### src/rtl/div32_seq_pkg.sv
// div32_seq_pkg: shared definitions for the sequential integer divider.
//   DIV_WIDTH : default operand/result width (also the number of ITER steps)
//   state_t   : divider FSM state encoding (3-bit)
package div32_seq_pkg;

    localparam int DIV_WIDTH = 32;

    typedef enum logic [2:0] {
        ST_IDLE = 3'd0,
        ST_PREP = 3'd1,
        ST_ITER = 3'd2,
        ST_FIX  = 3'd3,
        ST_DONE = 3'd4
    } state_t;

endpackage

### src/rtl/addsub32.sv
// addsub32: combinational adder/subtractor.
//   a, b   : operands
//   sub    : 1 = invert b (a - b when c_in = 1)
//   c_in   : carry in
//   sum    : result
//   c_out  : carry out (for subtraction: 1 means a >= b, unsigned)
module addsub32 #(
    parameter int WIDTH = 32
) (
    input  logic [WIDTH-1:0] a,
    input  logic [WIDTH-1:0] b,
    input  logic             sub,
    input  logic             c_in,
    output logic [WIDTH-1:0] sum,
    output logic             c_out
);

    logic [WIDTH-1:0] b_eff;

    assign b_eff        = b ^ {WIDTH{sub}};
    assign {c_out, sum} = {1'b0, a} + {1'b0, b_eff} + {{WIDTH{1'b0}}, c_in};

endmodule

### src/rtl/div32_seq.sv
// div32_seq: multi-cycle restoring divider for DIV/DIVU/REM/REMU.
//   clk, rst     : clock (rising edge), synchronous active-high reset
//   start        : request, accepted only in IDLE or DONE
//   is_signed    : 1 = two's-complement, 0 = unsigned (sampled with start)
//   dividend     : sampled on the accepting edge
//   divisor      : sampled on the accepting edge
//   busy         : high in PREP/ITER/FIX
//   done         : one-cycle pulse, results valid in that cycle
//   quotient     : registered result, held until the next done
//   remainder    : registered result, held until the next done
//   div_by_zero  : registered flag, updated with quotient
// One addsub32 instance performs one trial subtraction per ITER cycle.
module div32_seq
    import div32_seq_pkg::*;
#(
    parameter int WIDTH = DIV_WIDTH
) (
    input  logic             clk,
    input  logic             rst,
    input  logic             start,
    input  logic             is_signed,
    input  logic [WIDTH-1:0] dividend,
    input  logic [WIDTH-1:0] divisor,
    output logic             busy,
    output logic             done,
    output logic [WIDTH-1:0] quotient,
    output logic [WIDTH-1:0] remainder,
    output logic             div_by_zero
);

    localparam int CNT_W = $clog2(WIDTH);

    state_t state, state_nx;

    // operands captured on the accepting edge
    logic [WIDTH-1:0] op_a, op_b;
    logic             op_signed;

    // iteration datapath
    logic [WIDTH-1:0] dq;      // dividend bits shift out the top, quotient bits shift in the bottom
    logic [WIDTH-1:0] dmag;    // divisor magnitude
    logic [WIDTH-1:0] rem_q;   // partial remainder; always < dmag so WIDTH bits hold it
    logic [CNT_W-1:0] cnt;
    logic             sign_q, sign_r;

    logic [WIDTH:0]   shifted; // extra top bit carries the overflow of the shift
    logic [WIDTH-1:0] add_a, add_b, diff;
    logic             c_out, qbit;
    logic             accept, div0, last_step, in_iter;

    function automatic logic [WIDTH-1:0] neg(input logic [WIDTH-1:0] x);
        return ~x + WIDTH'(1);
    endfunction

    function automatic logic [WIDTH-1:0] mag(input logic [WIDTH-1:0] x, input logic sgn);
        return (sgn && x[WIDTH-1]) ? neg(x) : x;
    endfunction

    assign accept    = start && (state == ST_IDLE || state == ST_DONE);
    assign div0      = (op_b == '0);
    assign last_step = (cnt == CNT_W'(WIDTH - 1));
    assign in_iter   = (state == ST_ITER);

    assign shifted = {rem_q, dq[WIDTH-1]};

    // Adder inputs are forced to zero outside ITER so it stays quiet when idle.
    assign add_a = in_iter ? shifted[WIDTH-1:0] : '0;
    assign add_b = in_iter ? dmag : '0;

    addsub32 #(.WIDTH(WIDTH)) u_addsub (
        .a     (add_a),
        .b     (add_b),
        .sub   (1'b1),
        .c_in  (1'b1),
        .sum   (diff),
        .c_out (c_out)
    );

    // A set top bit means shifted >= 2^WIDTH > dmag, so subtraction always fits.
    assign qbit = c_out | shifted[WIDTH];

    // State register
    always_ff @(posedge clk) begin
        if (rst) state <= ST_IDLE;
        else     state <= state_nx;
    end

    // Next state and handshake outputs
    always_comb begin
        state_nx = state;
        busy     = 1'b0;
        done     = 1'b0;
        case (state)
            ST_IDLE: if (start) state_nx = ST_PREP;
            ST_PREP: begin
                busy     = 1'b1;
                state_nx = div0 ? ST_DONE : ST_ITER;
            end
            ST_ITER: begin
                busy = 1'b1;
                if (last_step) state_nx = ST_FIX;
            end
            ST_FIX: begin
                busy     = 1'b1;
                state_nx = ST_DONE;
            end
            ST_DONE: begin
                done     = 1'b1;
                state_nx = start ? ST_PREP : ST_IDLE;
            end
            default: state_nx = ST_IDLE;
        endcase
    end

    // Datapath and result registers
    always_ff @(posedge clk) begin
        if (rst) begin
            op_a        <= '0;
            op_b        <= '0;
            op_signed   <= 1'b0;
            dq          <= '0;
            dmag        <= '0;
            rem_q       <= '0;
            cnt         <= '0;
            sign_q      <= 1'b0;
            sign_r      <= 1'b0;
            quotient    <= '0;
            remainder   <= '0;
            div_by_zero <= 1'b0;
        end else begin
            if (accept) begin
                op_a      <= dividend;
                op_b      <= divisor;
                op_signed <= is_signed;
            end
            case (state)
                ST_PREP: begin
                    dq     <= mag(op_a, op_signed);
                    dmag   <= mag(op_b, op_signed);
                    // signs only matter in signed mode, so fold the mode in here
                    sign_q <= op_signed & (op_a[WIDTH-1] ^ op_b[WIDTH-1]);
                    sign_r <= op_signed & op_a[WIDTH-1];
                    rem_q  <= '0;
                    cnt    <= '0;
                    if (div0) begin
                        quotient    <= '1;
                        remainder   <= op_a;
                        div_by_zero <= 1'b1;
                    end
                end
                ST_ITER: begin
                    rem_q <= qbit ? diff : shifted[WIDTH-1:0];
                    dq    <= {dq[WIDTH-2:0], qbit};
                    cnt   <= cnt + CNT_W'(1);
                end
                ST_FIX: begin
                    quotient    <= sign_q ? neg(dq) : dq;
                    remainder   <= sign_r ? neg(rem_q) : rem_q;
                    div_by_zero <= 1'b0;
                end
                default: ;
            endcase
        end
    end

endmodule

### config.mk
export PLATFORM = sky130hd
export DESIGN_NAME = div32_seq
export DESIGN_NICKNAME = d
export VERILOG_FILES = /design/src/rtl/div32_seq_pkg.sv /design/src/rtl/addsub32.sv /design/src/rtl/div32_seq.sv
export SDC_FILE = /design/constraint.sdc
export NUM_CORES = 1
export LEC_CHECK = 0
export CAP_MARGIN = 25
export CORE_UTILIZATION = 45
export CTS_CLUSTER_SIZE = 14
export DETAILED_ROUTE_END_ITERATION = 10
export PLACE_DENSITY_LB_ADDON = 0.08
export SLEW_MARGIN = 20
export SYNTH_ARGS = -nofsm -noshare
export SYNTH_HDL_FRONTEND = slang
export SYNTH_HIERARCHICAL = 1
export SYNTH_SLANG_ARGS = --single-unit
### constraint.sdc
create_clock -name clk -period 4.1 [get_ports clk]
set_input_delay 0.82 -clock clk [delete_from_list [all_inputs] [get_ports clk]]
set_output_delay 0.82 -clock clk [all_outputs]
set_load 0.005 [all_outputs]
==> results of run 1 <==
==> cell usage in the layout (no fill, tap or decap), types with 17 or more instances in the layout <==
master,instances
o22ai_1,29
nand3_1,19
buf_4,47
a22oi_1,31
nor2_1,142
xnor2_1,71
clkbuf_16,28
a31oi_1,18
o221a_2,18
nand2_1,277
o41ai_1,17
inv_1,38
a21oi_1,241
a211oi_1,29
o21ai_0,70
nor4_1,17
o31ai_1,23
ha_1,36
nor3_1,23
dfxtp_1,235
clkdlybuf4s50_1,133
xor2_1,96
and2_1,65
==> synthesized netlist by cell type (5+ instances only) <==
cell | count | share of area (%)
o211ai_1 | 10 | 0.53
nand2b_1 | 15 | 0.66
nor4_1 | 17 | 0.75
o31ai_1 | 23 | 1.2
nor3_1 | 23 | 0.81
buf_2 | 10 | 0.35
nand3b_1 | 5 | 0.26
nand3_1 | 19 | 0.67
and2_1 | 66 | 2.9
o21ai_0 | 70 | 2.5
a31oi_1 | 18 | 0.79
or3_1 | 12 | 0.53
xnor2_1 | 71 | 4.4
nand2_1 | 278 | 7.3
dfxtp_1 | 236 | 33
nor2b_1 | 6 | 0.26
a22oi_1 | 31 | 1.6
a21oi_1 | 242 | 8.5
o41ai_1 | 17 | 1.0
nand4_1 | 13 | 0.57
buf_1 | 14 | 0.37
a211oi_1 | 29 | 1.5
o221a_2 | 18 | 1.4
and3_1 | 8 | 0.35
o21ai_1 | 10 | 0.35
o221ai_1 | 9 | 0.55
nor2_1 | 144 | 3.8
ha_1 | 37 | 3.3
o21a_1 | 9 | 0.47
or4_4 | 5 | 0.40
or4_1 | 9 | 0.47
o22ai_1 | 29 | 1.3
mux2i_1 | 8 | 0.56
inv_1 | 38 | 1.0
a21o_1 | 10 | 0.53
xor2_1 | 96 | 5.9
clkbuf_1 | 103 | 2.7
==> power breakdown <==
| part | leakage [nW] | switching [mW] | internal, mW |
|---|---|---|---|
| Clock | 0.432 | 0.974 | 1.39 |
| Combinational | 4.08 | 0.528 | 0.360 |
| Sequential | 1.92 | 0.143 | 2.39 |
| Total | 6.43 | 1.64 | 4.14 |
==> cell type report <==
class,instances,share of cell area [%]
multi-input cells,1438,52.4
flip-flops and latches,236,27.9
repair buffers,188,10.7
clock buffers,43,4.93
well taps,396,2.92
inverters,39,0.864
clock inverters,6,0.236
==> cells by family (layout without fill, tap and decap cells) <==
group | count (synthesis) | after routing | synth area share, %
compound gates | 572 | 572 | 25.7
xor+xnor | 167 | 167 | 10.3
fa+ha+maj | 39 | 39 | 3.54
other cells | 1 | 2 | 0.0264
buf+inv | 174 | 276 | 4.91
simple gates | 646 | 648 | 21.6
mux | 10 | 10 | 0.721
flops | 236 | 236 | 33.2
==> path summary, 6_finish.rpt <==
kind	start	endpoint	slack, ns
worst max-delay path	state[1]	rem_q[30]	0.27
worst min-delay path	dmag[26]	dmag[26]	0.45
worst max register to register	state[1]	rem_q[30]	0.27
worst min register to register	dmag[26]	dmag[26]	0.45
==> state kept, by name, summed over array words and instances (netlist names), 5 cells and up <==
signal and count:
cnt 5, remainder 32, quotient 32, rem_q 32, op_b 32, dq 32
op_a 32, dmag 32
==> critical path, delay by kind of cell, from the launching register on <==
kind                     cells  cell delay (ns)
flip-flops                   1             0.37
AO/OA/AOI/OAI                7             1.36
buffers and inverters        1             0.19
XOR/XNOR                     1             0.08
AND/OR/NAND/NOR              7             1.28
adder cells (fa/ha/maj)      1             0.37
==> what timing repair did <==
item | CTS | global route
setup endpoints to repair | 31 | 33
resized for setup | 1 | 11
cloned | 0 | 3
pin swaps | 0 | 5
setup buffers | 0 | 3
==> stage by stage <==
step | setup WS, ns | hold slack [ns] | power, mW | util, %
after CTS | 0.0411 | 0.454 | 5.80 | 54.6
after global placement | 0.0146 | 0.430 | 3.43 | 51.7
after floorplan | 0.0235 | 0.417 | 3.11 | -
after global routing | 0.0138 | 0.501 | 6.02 | 55.0
after detailed placement | -0.125 | 0.440 | 3.44 | 51.8
final | 0.271 | 0.450 | 5.78 | 55.0
==> per-layer routing <==
metal	global-route usage, %	vias to the layer above	part of all wire (%)
met1	41.7	6404	50
met4	6.55	2	2.2
met5	0	-	0.024
met2	38.4	501	40
li1	-	6737	-
met3	4.86	71	7.8
==> qor.csv, run 1 <==
stage,metric,value,unit
global_route,first-pass GRT wire length,71100,um
floorplan,die area,32300,um2
sta,Worst-Margin Slew,1.01,ns
floorplan,Initial Util,46.1,%
hold_path,Hold WC Path Type,flip-flop to flip-flop,
final_layout,Area growth syn-to-layout,19.1,%
clock_network,htree depth,1,
synth,Post-synth EDFFs,0,
floorplan,I/O pin count,135,
clock_network,CTS tree,yes,
setup_path,Critical Path Fanout Max,23,
routing,Routed Antenna Nets,0,
routing,drt drc,9,
setup_path,WS Path Type,flip-flop to flip-flop,
sta,final setup violation count,0,
setup_path,"Req. time, crit path",4.47,ns
floorplan,chip width,180,um
placement,IO Port Bufs,134,
routing,final WL,45000,um
routing,DR WL/cell,19.2,um
routing,First-pass DRT Iterations,8,
clock_network,clock latency on the worst-skew pair,0.54,ns
run_status,status,"finished, violations left",
global_route,GRT Util Overall,27.1,%
sta,Max-slew headroom,32.6,%
placement,Final HPWL DP,32800,um
pwr,pwr dens,341,nW/um2
synth,synthesized cell area,14200,um2
routing,via/cell ratio,5.85,
sta,final hold viol count,0,
pwr,Pleak,6.43,nW
synth,Mean Syn Cell Area,7.71,um2
synth,post-synthesis register bit count,236,
global_route,vias in the first global route,12314,
clock_network,clk sink count,236,
sta,Period minus WS final,3.83,ns
final_layout,Ant. Diodes,0,
final_layout,Non-Filler Instances,2346,
floorplan,total core area,30800,um2
pwr,Worst VDD drop,0.353,mV
setup_path,CP max stage delay,0.45,ns
global_route,largest net degree at the start of global routing,93,
final_layout,FF+latch area,4730,um2
setup_path,R2R depth,17,
routing,Vias,13715,
sta,Fin Setup TNS,0,ns
setup_path,WP data arrival,4.20,ns
final_layout,layout cell share with drive strength beyond 1,8.77,%
floorplan,die height,180,um
synth,sequential fraction of the synthesis area,33.2,%
synth,Mapped Cells,1845,
hold_path,hold path cells,2,
sta,fmax,261,MHz
sta,Final Cycle Share,93.4,%
sta,RSZ-0062 raised after global routing,false,
setup_path,Crit-path slowest cell,a221o_2,
clock_network,total CTS buffers,27,
synth,post-synth cell types,91,
clock_network,hold buffers post-CTS,0,
final_layout,Multi-input gate area,8890,um2
final_layout,final instance area,16900,um2
run_status,failing checks,design-rule violations,
placement,Placer Congestion,0.956,
job,max cap viols,0,
placement,Area after DPL,16000,um2
routing,initial drt markers,1222,
placement,Post-Place Cells,2290,
global_route,initial antenna violation count,3,
clock_network,Longest Clk Path Bufs,3,
clock_network,clock root cell,clkbuf_16,
setup_path,kind of start point of the critical path,flip-flop,
final_layout,final net count,2037,
setup_path,crit-path cells,nor2b_4 > nor2b_4 > buf_12 > and2_1 > xor2_1 > ha_1 > nand4_1 > o22a_1 > a211oi_2 > a41oi_2 > a31oi_4 > a221o_2 > or2_4 > nand2_1 > a21oi_1 > a21oi_1 > nor2_1,
synth,"FFs w/ async S/R, synth",0,%
synth,Most used DFF post-synth,dfxtp_1,
floorplan,# rows,64,
setup_path,Critical Path Sink Type,flip-flop,
synth,YS warnings,6,
sta,fin. max-slew vios,0,
final_layout,FILL cells,2989,
sta,Max Clock Skew,0.0147,ns
global_route,aggregate global routing overflow,0,
clock_network,clk slew on worst S/H paths,0.06,ns
Note: power is estimated with default switching activity, not from simulation.
==> inputs of run 2 (changes only) <==
Settings changed: SYNTH_HIERARCHICAL 1 to unset.
==> qor.csv, run 2 <==
stage,metric,value,unit
run_status,status,finished clean,
sta,Max-slew headroom,31.9,%
sta,Fin Setup TNS,0,ns
sta,RSZ-0062 raised after global routing,false,
sta,Worst-Margin Slew,1.02,ns
synth,sequential fraction of the synthesis area,35.7,%
floorplan,# rows,62,
final_layout,Non-Filler Instances,2177,
synth,Simple-Gate Fraction of Synth Area,21.8,%
placement,Final HPWL DP,27900,um
synth,post-synthesis register bit count,236,
synth,YS warnings,0,
routing,First-pass DRT Iterations,5,
setup_path,Critical Path Sink Type,flip-flop,
synth,synthesized cell area,13200,um2
final_layout,"commonest non-fill, non-tap cells in the layout","295 x nand2_1, 236 x dfxtp_1, 178 x a21oi_1",
sta,fin. max-slew vios,0,
pwr,Combinational Power Share,16.8,%
clock_network,clk slew on worst S/H paths,0.06,ns
sta,final hold viol count,0,
synth,Most used DFF post-synth,dfxtp_1,
clock_network,htree depth,1,
hold_path,Hold Startpoint,op_a[20],
floorplan,Initial Util,46.0,%
routing,final WL,39100,um
pwr,Clk pwr share,43.4,%
synth,most area-consuming cells after synthesis,"dfxtp_1 36%, nand2_1 8.4%, a21oi_1 6.7%, xor2_1 5.6%, nor2_1 4.5%",
final_layout,final net count,1879,
routing,Routed Antenna Nets,0,
setup_path,WS Path Type,flip-flop to flip-flop,
synth,top cell type's share of synthesized area,35.7,%
synth,top-count cell post-synth,nand2_1,
synth,Post-synth EDFFs,0,
global_route,vias in the first global route,11110,
floorplan,chip width,173,um
pwr,Pleak,5.93,nW
synth,compound-gate portion of the synthesized area,24.8,%
setup_path,Critical Path Fanout Max,26,
global_route,first-pass GRT wire length,62000,um
final_layout,"commonest non-fill, non-tap cell in the layout",nand2_1,
floorplan,I/O pin count,135,
setup_path,"Req. time, crit path",4.53,ns
placement,Area after DPL,14800,um2
synth,post-synth cell types,77,
global_route,GRT Util Overall,25.3,%
clock_network,total CTS buffers,28,
global_route,aggregate global routing overflow,0,
setup_path,RR Startpoint,state[1],
synth,Mean Syn Cell Area,7.78,um2
synth,syn_nets,1808,
pwr,Switching Share,27.8,%
final_layout,Area growth syn-to-layout,20.0,%
pwr,Worst VDD drop,0.272,mV
synth,adder-cell area share of the yosys netlist,3.75,%
final_layout,layout cell share with drive strength beyond 1,6.70,%
clock_network,CTS tree,yes,
synth,fraction of synthesized area in multiplexers,0.303,%
floorplan,die area,30100,um2
placement,Placer Congestion,0.905,
clock_network,clock latency on the worst-skew pair,0.55,ns
setup_path,CP startpoint,state[1],
pwr,Internal,4.62,mW
synth,commonest cells in the netlist,"296 x nand2_1, 236 x dfxtp_1, 178 x a21oi_1, 160 x nor2_1, 96 x clkbuf_1",
routing,Vias,12396,
hold_path,Hold WC Path Type,flip-flop to flip-flop,
placement,IO Port Bufs,134,
sta,Period minus WS final,3.84,ns
sta,fmax,260,MHz
synth,"FFs w/ async S/R, synth",0,%
floorplan,die height,173,um
synth,Synth area leader,dfxtp_1,
synth,Mapped Cells,1701,
global_route,largest net degree at the start of global routing,96,
final_layout,FILL cells,2815,
sta,Max Clock Skew,0.0201,ns
final_layout,final instance area,15900,um2
pwr,Seq pwr share,39.8,%
clock_network,Longest Clk Path Bufs,3,
pwr,pwr dens,403,nW/um2
sta,Final Cycle Share,93.8,%
routing,DR WL/cell,17.9,um
clock_network,clk sink count,236,
synth,Synth Area in XOR/XNOR,9.14,%
routing,via/cell ratio,5.69,
pwr,Switch Pwr,1.78,mW
routing,drt drc,0,
global_route,initial antenna violation count,0,
setup_path,WP data arrival,4.27,ns
floorplan,total core area,28800,um2
clock_network,clock root cell,clkbuf_16,
routing,initial drt markers,1080,
setup_path,kind of start point of the critical path,flip-flop,
placement,Post-Place Cells,2123,
synth,largest family of logic cells by synthesized area,compound AO/OA/AOI/OAI gates,
sta,final setup violation count,0,
job,max cap viols,0,
-- run 2: layout make-up --
cell class	instances	area [um2]	share of cell area [%]
antenna	1	2.50	0.0158
sequential	236	4720	29.8
tap	384	480	3.03
clock inverter	13	248	1.56
inverter	23	86.3	0.544
timing repair buffer	162	1570	9.91
clock buffer	37	786	4.95
multi-input combinational	1321	7970	50.2
-- run 2: metrics by stage --
step	hold WS [ns]	total power, mW	util (%)	worst slack [ns]
floorplan	0.432	3.29	-	0.0103
global placement	0.441	3.62	51.3	0.183
detailed placement	0.445	3.64	51.3	0.122
CTS	0.456	6.42	54.9	0.0609
global route	0.482	6.65	55.1	0.0108
finish	0.456	6.40	55.1	0.256
-- run 2: path summary, 6_finish.rpt --
| check | to | slack [ns] | cells past startpoint |
|---|---|---|---|
| worst min-delay path | op_a[20] | 0.46 | 2 |
| worst min register to register | op_a[20] | 0.46 | 2 |
| worst max-delay path | rem_q[25] | 0.26 | 14 |
| worst max register to register | rem_q[25] | 0.26 | 14 |
-- run 2: critical path, cell delays in order, from the launching register on --
cell,delay (ns)
dfxtp_1,0.41
nor2b_1,0.21
nor2b_4,0.23
buf_6,0.22
and2_1,0.16
ha_1,0.29
a21oi_1,0.28
nand2_1,0.08
a221o_1,0.36
a31o_2,0.27
a21boi_0,0.31
o21ai_1,0.19
a311oi_1,0.39
mux2i_1,0.23
nand2_1,0.07
-- run 2: power by group through the flow --
stage | logic [mW] | clock network, mW | registers [mW]
after CTS | 1.05 | 2.82 | 2.54
after detailed placement | 1.05 | 0 | 2.59
after global routing | 1.19 | 2.90 | 2.56
final | 1.08 | 2.78 | 2.54
after global placement | 1.04 | 0 | 2.59
after floorplan | 0.749 | 0 | 2.54
-- run 2: routing by layer --
layer  global-route usage [%]  up-vias  wire (um)
met4                     6.34        0        892
met5                        0        -          0
met2                     36.5      351      16000
met3                     3.29       54       2210
li1                         -     6204          -
met1                     38.9     5787      19900
-- run 2: cell families (layout without fill, tap and decap cells) --
kind of cell	count (synthesis)	count (layout)
simple gates	638	638
other cells	0	1
compound gates	502	502
fa+ha+maj	39	39
flops	236	236
mux	4	4
buf+inv	144	235
xor+xnor	138	138
-- run 2: repair_timing --
item / CTS / global route
hold buffers: 0 / 0
buffers inserted: 0 / 3
gates resized for setup: 0 / 10
endpoints found under the setup margin: 0 / 33
==> inputs of run 3 (changes only) <==
Settings changed: PLACE_DENSITY set to 0.77, PLACE_DENSITY_LB_ADDON 0.08 to unset.
==> qor.csv, run 3 (synthesized netlist as in run 2, its figures left out) <==
stage,metric,value,unit
floorplan,# rows,62,
setup_path,WP data arrival,4.22,ns
setup_path,Critical R2R Capture,rem_q[6],
clock_network,Longest Clk Path Bufs,3,
clock_network,clk sink count,236,
global_route,aggregate global routing overflow,0,
routing,First-pass DRT Iterations,6,
run_status,status,finished clean,
routing,via/cell ratio,5.77,
sta,Final Cycle Share,93.8,%
routing,initial drt markers,1074,
routing,Vias,12670,
sta,fmax,260,MHz
setup_path,Critical Path Sink Type,flip-flop,
setup_path,Critical Path Sink,rem_q[6],
floorplan,total core area,28800,um2
floorplan,Initial Util,46.0,%
clock_network,hold buffers post-CTS,0,
routing,DR WL/cell,17.2,um
pwr,pwr dens,384,nW/um2
sta,Fin Setup TNS,0,ns
placement,Post-Place Cells,2142,
setup_path,crit-path cells,nor2b_1 > nor2b_4 > buf_4 > and2_1 > ha_1 > a2111oi_0 > o21ai_0 > a22oi_2 > o221ai_2 > a211oi_1 > a311o_2 > buf_6 > nor2_1 > a21oi_1 > o21ai_0,
sta,Period minus WS final,3.85,ns
setup_path,Levels on crit path,15,
final_layout,Non-Filler Instances,2196,
routing,final WL,37700,um
global_route,largest net degree at the start of global routing,93,
global_route,initial antenna violation count,0,
setup_path,Crit-path slowest cell,a2111oi_0,
setup_path,CP bufs+invs,2,
setup_path,CP startpoint,state[1],
clock_network,CTS tree,yes,
final_layout,final instance area,15900,um2
global_route,met2 Usage GRT,39.2,%
placement,IO Port Bufs,134,
sta,post-route setup slack,0.254,ns
final_layout,Area growth syn-to-layout,20.0,%
sta,final setup violation count,0,
setup_path,WS Path Type,flip-flop to flip-flop,
clock_network,clock root cell,clkbuf_16,
global_route,first-pass GRT wire length,60500,um
setup_path,"Largest delay share family, worst path",compound AO/OA/AOI/OAI gates,
pwr,Worst VDD drop,0.300,mV
setup_path,worst reg-to-reg setup slack,0.25,ns
pwr,Pleak,5.97,nW
setup_path,"Req. time, crit path",4.47,ns
final_layout,layout cell share with drive strength beyond 1,7.45,%
global_route,met3 global-route usage,3.57,%
sta,Max-slew headroom,40.0,%
final_layout,"commonest non-fill, non-tap cells in the layout","295 x nand2_1, 236 x dfxtp_1, 178 x a21oi_1",
floorplan,die height,173,um
job,max cap viols,0,
sta,Worst-Margin Slew,0.897,ns
setup_path,RR Startpoint,state[1],
global_route,GR Util met1,33.0,%
clock_network,htree depth,1,
sta,Hold WS,0.449,ns
clock_network,total CTS buffers,27,
placement,worst slack at placement,0.0537,ns
setup_path,R2R depth,15,
routing,Routed Antenna Nets,0,
floorplan,die area,30100,um2
floorplan,chip width,173,um
setup_path,CP max stage delay,0.48,ns
setup_path,most frequent CP cell,o21ai_0,
clock_network,clock latency on the worst-skew pair,0.54,ns
global_route,grt peak-use layer,met2,
final_layout,Ant. Diodes,0,
global_route,vias in the first global route,11669,
placement,Final HPWL DP,26700,um
hold_path,Hold WC Path Type,flip-flop to flip-flop,
setup_path,Critical Path Fanout Max,25,
sta,final hold viol count,0,
sta,fin. max-slew vios,0,
sta,Max Clock Skew,0.0143,ns
final_layout,final net count,1899,
final_layout,"commonest non-fill, non-tap cell in the layout",nand2_1,
global_route,GRT Util Overall,24.2,%
placement,Placer Congestion,0.950,
floorplan,I/O pin count,135,
placement,Area after DPL,14900,um2
routing,drt drc,0,
clock_network,clk slew on worst S/H paths,0.06,ns
setup_path,kind of start point of the critical path,flip-flop,
run 3: worst min path at each step:
| stage | endpoint | startpoint | slack [ns] | cells after the start |
|---|---|---|---|---|
| after floorplan | dmag[0] | dmag[0] | 0.43 | 2 |
| after global routing | dmag[30] | dmag[30] | 0.50 | 2 |
| final | dmag[0] | dmag[0] | 0.45 | 2 |
| after global placement | dmag[26] | dmag[26] | 0.44 | 2 |
| after detailed placement | dmag[0] | dmag[0] | 0.44 | 2 |
| after CTS | dmag[0] | dmag[0] | 0.45 | 2 |
run 3: what timing repair did:
item,4_1_cts,5_1_grt
resized for setup,0,7
buffers inserted,0,5
endpoints found under the hold margin,0,0
endpoints found under the setup margin,0,33
run 3: area by class of cell:
class                   instances  area (um2)
inverters                      23        86.3
fillers                      2684       12900
flip-flops and latches        236        4720
clock inverters                 6        90.1
multi-input cells            1321        7950
well taps                     384         480
repair buffers                183        1730
clock buffers                  43         816
run 3: worst reg2reg max path: cells and delay by family, from the launching register on:
kind / cells / cell delay [ns]
AO/OA/AOI/OAI: 8 / 1.91
adder cells (fa/ha/maj): 1 / 0.29
AND/OR/NAND/NOR: 4 / 0.65
buffers and inverters: 2 / 0.42
flip-flops: 1 / 0.42
run 3: through the flow:
stage	util, %	total power [mW]
after detailed placement	51.8	3.68
after floorplan	-	3.29
final	55.2	6.10
after CTS	55.0	6.10
after global routing	55.2	6.35
after global placement	51.8	3.65
run 3: routing by layer:
metal | share of wire, % | vias to the layer above
met2 | 46 | 453
met1 | 44 | 5916
met5 | 0 | -
met4 | 2.6 | 0
li1 | - | 6223
met3 | 6.7 | 78
run 3: power by group:
group	switching (mW)	internal [mW]	total (mW)
Clock	0.959	1.48	2.44
Sequential	0.135	2.40	2.54
Combinational	0.646	0.473	1.12
